--- src/rtl/cl2_pl_exu_wbck.sv ---
// CL2 pipelined EXU write-back stage: arbitrates ALU/LSU/MDU results onto the
// single regfile write port and tracks pending long-latency destinations.
module cl2_pl_exu_wbck #(
  parameter int unsigned XLEN       = 32,
  parameter int unsigned REG_NUM    = 32,
  parameter int unsigned REG_WIDTH  = 5,
  parameter int unsigned STARVE_MAX = 4
) (
  input  logic                 clk_i,
  input  logic                 rst_i,
  input  logic                 alu_valid_i,
  output logic                 alu_ready_o,
  input  logic [REG_WIDTH-1:0] alu_idx_i,
  input  logic [XLEN-1:0]      alu_dat_i,
  input  logic                 lsu_valid_i,
  output logic                 lsu_ready_o,
  input  logic [REG_WIDTH-1:0] lsu_idx_i,
  input  logic [XLEN-1:0]      lsu_dat_i,
  input  logic                 mdu_valid_i,
  output logic                 mdu_ready_o,
  input  logic [REG_WIDTH-1:0] mdu_idx_i,
  input  logic [XLEN-1:0]      mdu_dat_i,
  input  logic                 sb_set_i,
  input  logic [REG_WIDTH-1:0] sb_idx_i,
  output logic [REG_NUM-1:0]   sb_busy_o,
  output logic                 wd_wen_o,
  output logic [REG_WIDTH-1:0] wd_idx_o,
  output logic [XLEN-1:0]      wd_dat_o
);

  localparam int unsigned CW = $clog2(STARVE_MAX + 1);

  typedef enum logic [1:0] {SRC_NONE, SRC_ALU, SRC_LSU, SRC_MDU} src_e;

  src_e                 grant;
  logic [CW-1:0]        starve_cnt;
  logic                 alu_first;
  logic [REG_WIDTH-1:0] win_idx;
  logic [XLEN-1:0]      win_dat;
  logic                 win_clr;
  logic [REG_NUM-1:0]   busy_next;

  assign alu_first = (starve_cnt == CW'(STARVE_MAX));

  // Ready is gated by rst_i so a handshake during reset is never accepted.
  always_comb begin
    grant = SRC_NONE;
    if (!rst_i) begin
      if (alu_first && alu_valid_i) grant = SRC_ALU;
      else if (lsu_valid_i)         grant = SRC_LSU;
      else if (mdu_valid_i)         grant = SRC_MDU;
      else if (alu_valid_i)         grant = SRC_ALU;
    end
  end

  assign alu_ready_o = (grant == SRC_ALU);
  assign lsu_ready_o = (grant == SRC_LSU);
  assign mdu_ready_o = (grant == SRC_MDU);

  always_comb begin
    win_idx = alu_idx_i;
    win_dat = alu_dat_i;
    win_clr = 1'b0;
    case (grant)
      SRC_LSU: begin win_idx = lsu_idx_i; win_dat = lsu_dat_i; win_clr = 1'b1; end
      SRC_MDU: begin win_idx = mdu_idx_i; win_dat = mdu_dat_i; win_clr = 1'b1; end
      default: ;
    endcase
  end

  // Clear is applied before set so a same-index set/clear leaves the bit busy.
  always_comb begin
    busy_next = sb_busy_o;
    if (win_clr)  busy_next[win_idx]  = 1'b0;
    if (sb_set_i) busy_next[sb_idx_i] = 1'b1;
    busy_next[0] = 1'b0;
  end

  always_ff @(posedge clk_i or posedge rst_i) begin
    if (rst_i) begin
      starve_cnt <= '0;
      sb_busy_o  <= '0;
      wd_wen_o   <= 1'b0;
      wd_idx_o   <= '0;
      wd_dat_o   <= '0;
    end else begin
      if (!alu_valid_i || alu_ready_o) starve_cnt <= '0;
      else if (!alu_first)             starve_cnt <= starve_cnt + CW'(1);
      sb_busy_o <= busy_next;
      if (grant != SRC_NONE) begin
        wd_wen_o <= (win_idx != '0);
        wd_idx_o <= win_idx;
        wd_dat_o <= win_dat;
      end else begin
        wd_wen_o <= 1'b0;
      end
    end
  end

endmodule

--- config.mk ---
export PLATFORM = sky130hd
export DESIGN_NAME = cl2_pl_exu_wbck
export DESIGN_NICKNAME = d
export VERILOG_FILES = /design/src/rtl/cl2_pl_exu_wbck.sv
export SDC_FILE = /design/constraint.sdc
export NUM_CORES = 1
export LEC_CHECK = 0
export ABC_AREA = 1
export CAP_MARGIN = 20
export CORE_ASPECT_RATIO = 1.2
export CORE_MARGIN = 1.5
export CORE_UTILIZATION = 44
export CTS_BUF_LIST = sky130_fd_sc_hd__clkbuf_8
export CTS_CLUSTER_SIZE = 10
export DETAILED_ROUTE_END_ITERATION = 10
export PLACE_DENSITY = 0.89
export SLEW_MARGIN = 20
export SYNTH_ARGS = -nofsm -noshare
export SYNTH_HDL_FRONTEND = slang
export SYNTH_SLANG_ARGS = --single-unit
export TNS_END_PERCENT = 100
--- constraint.sdc ---
create_clock -name clk_i -period 18.8 [get_ports clk_i]
set_input_delay 5.64 -clock clk_i [delete_from_list [all_inputs] [get_ports clk_i]]
set_output_delay 5.64 -clock clk_i [all_outputs]
set_load 0.01 [all_outputs]
==> results of run 1 <==
power by group through the flow:
stage	Combinational [mW]	Sequential, mW	Clock (mW)
6_report	0.187	0.213	0.134
3_5_place_dp	0.187	0.215	0
5_1_grt	0.204	0.216	0.143
3_3_place_gp	0.182	0.214	0
4_1_cts	0.188	0.213	0.135
2_1_floorplan	0.0567	0.227	0
layout by cell type (no fill, tap or decap), types with 2 or more instances in the layout:
cell type	Yosys	final
nor2_2	10	9
clkbuf_8	0	10
bufinv_16	0	2
nand3_2	2	2
ha_1	2	2
buf_4	1	3
nand3_1	20	20
o21ai_1	9	8
dfrtp_1	72	72
nor3_1	9	9
clkdlybuf4s50_1	0	193
inv_1	21	20
nor2_4	4	5
inv_2	2	3
o21ai_0	52	52
a31oi_1	32	32
nor2_1	41	41
nand2_2	4	5
nand2_1	172	171
worst max-delay path, cell delays in order:
cell	delay [ps]
clkdlybuf4s50_1	420
inv_2	100
o21ai_1	120
inv_1	80
nand2_2	40
buf_4	300
nor2_4	610
clkdlybuf4s50_1	670
kinds of logic after synthesis:
| group | share of synthesized area (%) |
|---|---|
| AOI/OAI and AO/OA | 14.1 |
| xor gates and xnor gates | 0.241 |
| adders and majority gates | 0.689 |
| buffers and inverters | 5.10 |
| DFF | 49.6 |
| other | 0.103 |
| and+or+nand+nor | 30.2 |
flip-flops by register name, summed over array words and instances, names as in the netlist:
name        cells
sb_busy_o      31
wd_wen_o        1
wd_dat_o       32
starve_cnt      3
wd_idx_o        5
through the flow:
stage | cells | total power, mW | worst slack, ps
after global placement | 746 | 0.396 | 4790
after floorplan | 474 | 0.284 | 5010
final | 761 | 0.534 | 5150
after global routing | 761 | 0.563 | 4990
after CTS | 761 | 0.535 | 4750
after detailed placement | 746 | 0.402 | 4750
layer usage:
metal,global-route usage (%),vias to the layer above,wire length (um)
met5,0,-,0
met4,15.8,0,623
met3,6.08,51,727
met2,48.8,189,5970
met1,30.6,1911,4410
li1,-,1920,-
how the worst max path moves through the flow:
stage | from | endpoint | slack (ps) | depth (start not counted)
final | rst_i | mdu_ready_o | 5150 | 8
after global routing | rst_i | alu_ready_o | 4990 | 7
after CTS | rst_i | mdu_ready_o | 4750 | 8
after detailed placement | rst_i | mdu_ready_o | 4750 | 8
after global placement | rst_i | mdu_ready_o | 4790 | 8
after floorplan | rst_i | mdu_ready_o | 5010 | 6
area by class of cell:
| type | instances | area share (%) |
|---|---|---|
| Multi-Input combinational cell | 360 | 28.4 |
| Tap cell | 95 | 2.04 |
| Clock buffer | 10 | 2.36 |
| Inverter | 23 | 1.48 |
| Clock inverter | 5 | 1.39 |
| Timing Repair Buffer | 196 | 33.5 |
| Sequential cell | 72 | 30.9 |
==> key figures, run 1 <==
Run status
  • Status: finished clean

Finish
  • Seq. cell area: 0.00180 mm^2
  • Filler instances: 625
  • Fin util: 72.4%
  • Post-route cell area: 0.00584 mm^2
  • Multi-input gate area: 0.00166 mm^2
  • Area growth, synth to finish: 60.7%
  • Share of cells above drive strength 1: 6.46%
  • Nets: 786
  • Antenna fix cells: 0

Yosys
  • Async SR Flop Fraction: 100%
  • Yosys reg bits: 72
  • Avg Inst Size Synth: 7.66 um^2
  • Most frequent cell after synthesis: nand2_1
  • Number of synthesized flops with an enable pin: 0
  • Post-Syn Nets: 598
  • Mapped Cells: 474
  • Sequential share of the synthesized area: 49.6%
  • Post-synth top area cell: dfrtp_1
  • Share of the synthesized area in the top cell type: 49.6%
  • Synth top area cells: dfrtp_1 50%, nand2_1 18%, o21ai_0 7.2%, a31oi_1 5.5%, nor2_1 4.2%
  • Top FF cell, synth: dfrtp_1
  • Unique masters post-synth: 22
  • Top cells by count, synth: 172 x nand2_1, 72 x dfrtp_1, 52 x o21ai_0
  • Warnings from Yosys: 0
  • Synthesized area: 0.00363 mm^2

Route
  • Final WL: 11700 um
  • First-pass DRT Iterations: 5
  • Drt initial violations: 154
  • Final ANT Viol Nets: 0
  • DR DRC count: 0
  • Vias per cell: 5.35
  • Average routed wire per standard cell: 15.4 um
  • DR vias: 4071

Clock tree
  • Cts repair resizes: 0
  • Postcts setup bufs: 0
  • CTS tree: built
  • # clock sinks: 72
  • Root Driver: clkbuf_8
  • Clk buf depth: 2
  • CTS H-tree lvls: 3
  • Clock buffer count from CTS: 9
  • Hold buffer count at cts: 0
  • Reg clk slew, reported paths: 70 ps
  • Clock Latency Late Sink: 350 ps

Floorplan
  • Starting density of the core: 45.0%
  • Die area: 0.00881 mm^2
  • Row Count: 36
  • Core area: 0.00806 mm^2
  • Die height: 103 um
  • # IOs: 195
  • Die W: 85.9 um

Min path
  • Min-Delay Path Class: reg2reg
  • Hold_sp: sb_busy_o[7]$_DFF_PP0_
  • Min-Delay Path Depth: 2
  • Hold EP: sb_busy_o[7]$_DFF_PP0_

Global route
  • Pin count of the biggest net entering global routing: 74
  • Number of global-route vias before repair: 4123
  • First-pass GRT wire length: 18800 um
  • Gr ovfl total: 0
  • Tot GR Track Use: 27.5%
  • Initial antenna violation count: 0

Placed design
  • RD Place Congestion: 0.942
  • Port-buffer cells: 193
  • Area post-placement: 0.00561 mm^2
  • Hpwl dp: 9080 um

Setup path
  • Crit path DAT: 8010 ps
  • R2r worst-path depth: 10
  • CP max FO: 70
  • Crit path required time: 13160 ps
  • Flop-to-flop setup slack: 15940 ps
  • Worst setup EP type: output pin
  • Type of the worst setup path: in2out
  • Critical path launch point type: input port
  • Worst R2R End: wd_idx_o[2]$_DFFE_PP0P_
  • Worst r2r src: starve_cnt[0]$_DFFE_PP0P_

Power and ir drop
  • Sequential power share: 39.9%
  • Worst VDD drop: 0.0444 mV
  • Pint: 370 uW
  • NetSw: 164 uW
  • Power Density: 91.5 mW/mm^2
  • Sw frac: 30.7%
  • Clock power frac: 25.0%
  • Logic pwr share: 35.1%
  • Leakage: 2.51 nW

STA
  • Slew HR: 38.2%
  • WHS: 471 ps
  • Tmin final: 13650 ps
  • Final hold viol count: 0
  • Final slew viol count: 0
  • Fmax: 73.3 MHz
  • Worst Tran Pin Value: 920 ps
  • Setup repair after global routing missed its margin: false
  • Post-route setup TNS: 0 ps
  • Setup violators final: 0
  • Post-Route Skew: 9.43 ps
  • Tcrit/Tclk final: 72.6%

Job
  • Max Cap Viol: 0
Power figures use the tool's default switching activity.
==> run 2, diff against run 1 <==
Settings changed: CORE_UTILIZATION 44 to 41, PLACE_DENSITY 0.89 to 0.84.
Clock period 18.8 ns to 13.9 ns, I/O delays scaled along.
==> run 2 against run 1 <==
Clock-buffer cell count grew 1; combinational power up 35%; flip-flop and latch count stayed put; worst setup slack worse by 2100 ps.
==> key figures, run 2 (same netlist as run 1, synthesis figures left out) <==
Clock tree
  • Hold buffer count at cts: 0
  • Reg clk slew, reported paths: 80 ps
  • Clock buffer count from CTS: 9
  • # clock sinks: 72
  • Postcts setup bufs: 0
  • Root Driver: clkbuf_8
  • CTS H-tree lvls: 3
  • Clk buf depth: 2
  • CTS tree: built
  • Cts repair resizes: 0
  • Clock Latency Late Sink: 330 ps

Route
  • Routed length on met1: 4480 um
  • Metal3 WL: 692 um
  • Met2 routed WL: 6280 um
  • Drt initial violations: 205
  • DR vias: 4025
  • Vias per cell: 5.13
  • Final ANT Viol Nets: 0
  • Top layer in use: met4
  • First-pass DRT Iterations: 5
  • Final WL: 11800 um
  • DR DRC count: 0
  • Average routed wire per standard cell: 15.0 um

STA
  • Post-Route Skew: 8.83 ps
  • Final hold viol count: 0
  • Slew HR: 38.5%
  • Setup repair after global routing missed its margin: false
  • Tcrit/Tclk final: 78.1%
  • WHS: 489 ps
  • Setup violators final: 0
  • Worst Tran Pin Value: 923 ps
  • Fmax: 92.1 MHz
  • Post-route setup TNS: 0 ps
  • Tmin final: 10860 ps
  • Final slew viol count: 0

Global route
  • Number of global-route vias before repair: 4071
  • Tot GR Track Use: 25.5%
  • First-pass GRT wire length: 18600 um
  • Initial antenna violation count: 0
  • Gr ovfl total: 0
  • Pin count of the biggest net entering global routing: 74

Floorplan
  • # IOs: 195
  • Core area: 0.00861 mm^2
  • Die area: 0.00943 mm^2
  • Row Count: 37
  • Starting density of the core: 42.2%
  • Die height: 106 um
  • Die W: 88.9 um

Placed design
  • Hpwl dp: 9070 um
  • Area post-placement: 0.00563 mm^2
  • Port-buffer cells: 193
  • Placed cell count: 767
  • RD Place Congestion: 0.892

Run status
  • Status: finished clean

Power and ir drop
  • Sequential power share: 38.6%
  • Pint: 525 uW
  • Power Density: 126 mW/mm^2
  • Clock power frac: 27.4%
  • NetSw: 219 uW
  • Leakage: 2.54 nW
  • Sw frac: 29.5%
  • Worst VDD drop: 0.0727 mV
  • Logic pwr share: 34.0%

Min path
  • Min-Delay Path Class: reg2reg

Finish
  • Top flop regs: wd_dat_o: 32 flops, sb_busy_o: 31 flops, wd_idx_o: 5 flops
  • Post-route cell area: 0.00591 mm^2
  • Largest register by flop count: wd_dat_o
  • Final std cells w/o fill: 784
  • Most frequent cells in the layout: 193 x clkdlybuf4s50_1, 171 x nand2_1, 72 x dfrtp_1, 52 x o21ai_0, 41 x nor2_1
  • Nets: 786
  • Number of flip-flops in the largest register: 32
  • Leading cell type in the layout, fill and taps excluded: clkdlybuf4s50_1
  • Antenna fix cells: 0
  • Area growth, synth to finish: 62.8%
  • Share of cells above drive strength 1: 6.45%

Setup path
  • Type of the worst setup path: in2out
  • Critical path launch point type: input port
  • Crit path required time: 9730 ps
  • Slowest CP cell: buf_4
  • Worst setup EP type: output pin
  • CP most frequent cell: clkdlybuf4s50_1
  • Critical Path, Cell by Cell: clkdlybuf4s50_1, inv_2, buf_4, o21ai_4, nor2_1, clkdlybuf4s50_1
  • Crit path DAT: 6690 ps
  • CP max FO: 73
  • CP peak stage delay: 700 ps

Job
  • Max Cap Viol: 0
[run 2: path summary, 6_finish.rpt]
path / from / end / slack, ps / depth (start not counted)
max in group asynchronous: rst_i / wd_wen_o$_DFF_PP0_ / 8730 / 3
setup reg to reg: starve_cnt[0]$_DFFE_PP0P_ / wd_idx_o[3]$_DFFE_PP0P_ / 11120 / 8
hold / removal: sb_busy_o[9]$_DFF_PP0_ / sb_busy_o[9]$_DFF_PP0_ / 490 / 2
min in group asynchronous: rst_i / starve_cnt[1]$_DFFE_PP0P_ / 4560 / 3
hold reg to reg: sb_busy_o[9]$_DFF_PP0_ / sb_busy_o[9]$_DFF_PP0_ / 490 / 2
setup / recovery: rst_i / alu_ready_o / 3040 / 6
[run 2: worst max-delay path, delay by kind of cell]
family,cells,cell delay (ps)
and+or+nand+nor,1,210
AOI/OAI and AO/OA,1,420
buffers and inverters,4,1850
[run 2: layout make-up]
class,count,area [um^2]
fillers,712,2700
inverters,23,86.3
flip-flops and latches,72,1800
repair buffers,196,1970
clock inverters,5,103
multi-input cells,360,1660
well taps,117,146
clock buffers,11,151
[run 2: power groups by stage]
stage	clock network [mW]	registers [mW]	logic [mW]
2_1_floorplan	0	0.307	0.0767
6_report	0.204	0.287	0.253
3_3_place_gp	0	0.289	0.247
4_1_cts	0.207	0.287	0.254
5_1_grt	0.217	0.291	0.275
3_5_place_dp	0	0.291	0.253
[run 2: layer usage]
layer | global-route usage (%) | up-vias
li1 | - | 1926
met1 | 28.8 | 1903
met2 | 46.2 | 171
met3 | 4.43 | 25
met4 | 10.3 | 0
met5 | 0 | -
[run 2: stage by stage]
stage	util, %	setup WS [ps]	power, mW
after detailed placement	65.4	2780	0.544
final	68.7	3040	0.745
after CTS	68.3	2750	0.748
after global placement	65.4	2850	0.536
after floorplan	-	3050	0.384
after global routing	68.7	2770	0.784
==> run 3, diff against run 2 <==
Clock period 13.9 ns to 10.6 ns, I/O delays scaled along.
==> run 3 against run 2 <==
Register-to-register slack worse by 3300 ps; non-clock buffer count is 1 higher; combinational power is 30% higher; worst hold slack worse by 8.5 ps; final area is 0.59% lower; routed wire length is 0.12% lower; clock-buffer cell count stayed put; core utilization is 0.41 points lower; sequential share of layout area is 0.18 points higher; global-route usage is 0.32 points higher; worst setup slack worse by 820 ps; first-iteration DRC count is 11% lower.
==> key figures, run 3 (same netlist as run 1, synthesis figures left out) <==
Finish
  • Share of cells above drive strength 1: 6.59%
  • Antenna fix cells: 0
  • Seq. cell area: 0.00180 mm^2
  • Multi-input gate area: 0.00165 mm^2
  • Nets: 787
  • Leading cell type in the layout, fill and taps excluded: clkdlybuf4s50_1
  • Top flop regs: wd_dat_o: 32 flops, sb_busy_o: 31 flops, wd_idx_o: 5 flops
  • Filler instances: 712
  • Most frequent cells in the layout: 193 x clkdlybuf4s50_1, 171 x nand2_1, 72 x dfrtp_1, 52 x o21ai_0, 41 x nor2_1
  • Number of flip-flops in the largest register: 32
  • Largest register by flop count: wd_dat_o
  • Area growth, synth to finish: 61.9%

Route
  • Drt initial violations: 183
  • Final ANT Viol Nets: 0
  • Vias per cell: 5.08
  • DR vias: 3991
  • First-pass DRT Iterations: 5
  • Final WL: 11700 um
  • DR DRC count: 0
  • Average routed wire per standard cell: 15.0 um

Setup path
  • CP peak stage delay: 620 ps
  • Critical path launch point type: input port
  • Worst setup EP type: output pin
  • Critical Path, Cell by Cell: clkdlybuf4s50_1, nor2_1, nor2_2, inv_2, nor2_2, buf_4, clkdlybuf4s50_1
  • Type of the worst setup path: in2out
  • Slowest CP cell: clkdlybuf4s50_1
  • CP max FO: 33
  • Buf+Inv Stages, Crit Path: 4
  • Crit path DAT: 5200 ps
  • Crit path required time: 7420 ps
  • Cell family with the largest share of critical-path delay: buffers and inverters

Clock tree
  • Root Driver: clkbuf_8
  • Hold buffer count at cts: 0
  • Postcts setup bufs: 0
  • Clock buffer count from CTS: 9
  • Clk buf depth: 2
  • CTS H-tree lvls: 3
  • Reg clk slew, reported paths: 70 ps
  • CTS tree: built
  • Clock Latency Late Sink: 360 ps
  • # clock sinks: 72
  • Cts repair resizes: 0

Power and ir drop
  • Leakage: 2.52 nW
  • Total power: 956 uW
  • Worst VDD drop: 0.0817 mV
  • Power Density: 163 mW/mm^2

Floorplan
  • Row Count: 37
  • Die area: 0.00943 mm^2
  • # IOs: 195
  • Die height: 106 um
  • Die W: 88.9 um
  • Starting density of the core: 42.2%
  • Core area: 0.00861 mm^2

Global route
  • First-pass GRT wire length: 18300 um
  • Met3 usage: 5.43%
  • GR Util met1: 29.6%
  • Pin count of the biggest net entering global routing: 73
  • Tot GR Track Use: 25.8%
  • Busiest grt layer: met2
  • Initial antenna violation count: 0
  • Number of global-route vias before repair: 3928
  • Gr ovfl total: 0
  • GRT met2 Usage: 43.5%

Placed design
  • Hpwl dp: 8900 um
  • RD Place Congestion: 0.895
  • Port-buffer cells: 193

STA
  • Setup repair after global routing missed its margin: false
  • Setup violators final: 0
  • Final hold viol count: 0
  • Final slew viol count: 0
  • Fmax: 119 MHz
  • Tcrit/Tclk final: 79.0%
  • Worst Tran Pin Value: 896 ps
  • Slew HR: 40.3%
  • Post-Route Skew: 12.1 ps
  • Tmin final: 8380 ps
  • Post-route setup TNS: 0 ps

Min path
  • Min-Delay Path Class: reg2reg

Job
  • Max Cap Viol: 0

Run status
  • Status: finished clean
## run 3: cell count changes in the layout (fill, tap and decap cells not counted), sizes merged
cell | previous run | this run
buf | 3 | 4
bufinv | 3 | 2
clkinv | 0 | 1
clkinvlp | 0 | 1
inv | 25 | 24
## run 3: where the power goes
group	internal, mW	switching [mW]	total, mW	leakage, nW
logic	0.181	0.149	0.330	1.57
clock network	0.145	0.104	0.249	0.117
registers	0.337	0.0393	0.377	0.838
## run 3: layer usage
metal  up-vias  share of wire [%]
met5         -                  0
met4         0                4.1
met3        38                7.3
met2       212                 51
met1      1817                 37
li1       1924                  -
## run 3: worst register-to-register path, cell delays in order, from the launching register on
cell,delay (ps)
dfrtp_1,390
inv_1,90
ha_1,200
nand2_2,110
nor2_4,160
inv_1,70
nand2_2,80
buf_4,490
nand2_2,540
inv_1,400
o21ai_0,140
## run 3: layout make-up
class | instances | area share [%]
timing repair buffer | 197 | 33.4
sequential | 72 | 30.6
multi-input combinational | 360 | 28.1
clock buffer | 11 | 2.58
tap | 117 | 2.49
inverter | 23 | 1.47
clock inverter | 5 | 1.36
## run 3: per-stage QoR
step / utilization, % / std cells / hold slack, ps / cell area [um^2] / worst slack [ps]
6_report: 68.3 / 785 / 481 / 5880 / 2220
3_5_place_dp: 65.6 / 769 / 461 / 5650 / 2220
5_1_grt: 68.3 / 785 / 506 / 5880 / 2090
2_1_floorplan: - / 474 / 504 / 3630 / 1730
3_3_place_gp: 65.6 / 769 / 460 / 5650 / 2290
4_1_cts: 68.3 / 785 / 484 / 5880 / 2210
## run 3: worst paths after layout
check | start | end | slack, ps | cells past startpoint
min in group asynchronous | rst_i | wd_idx_o[0]$_DFFE_PP0P_ | 3600 | 3
max reg2reg | starve_cnt[0]$_DFFE_PP0P_ | wd_idx_o[4]$_DFFE_PP0P_ | 7810 | 10
min reg2reg | sb_busy_o[16]$_DFF_PP0_ | sb_busy_o[16]$_DFF_PP0_ | 480 | 2
min | sb_busy_o[16]$_DFF_PP0_ | sb_busy_o[16]$_DFF_PP0_ | 480 | 2
max | alu_valid_i | mdu_ready_o | 2220 | 7
max in group asynchronous | rst_i | starve_cnt[0]$_DFFE_PP0P_ | 6400 | 3
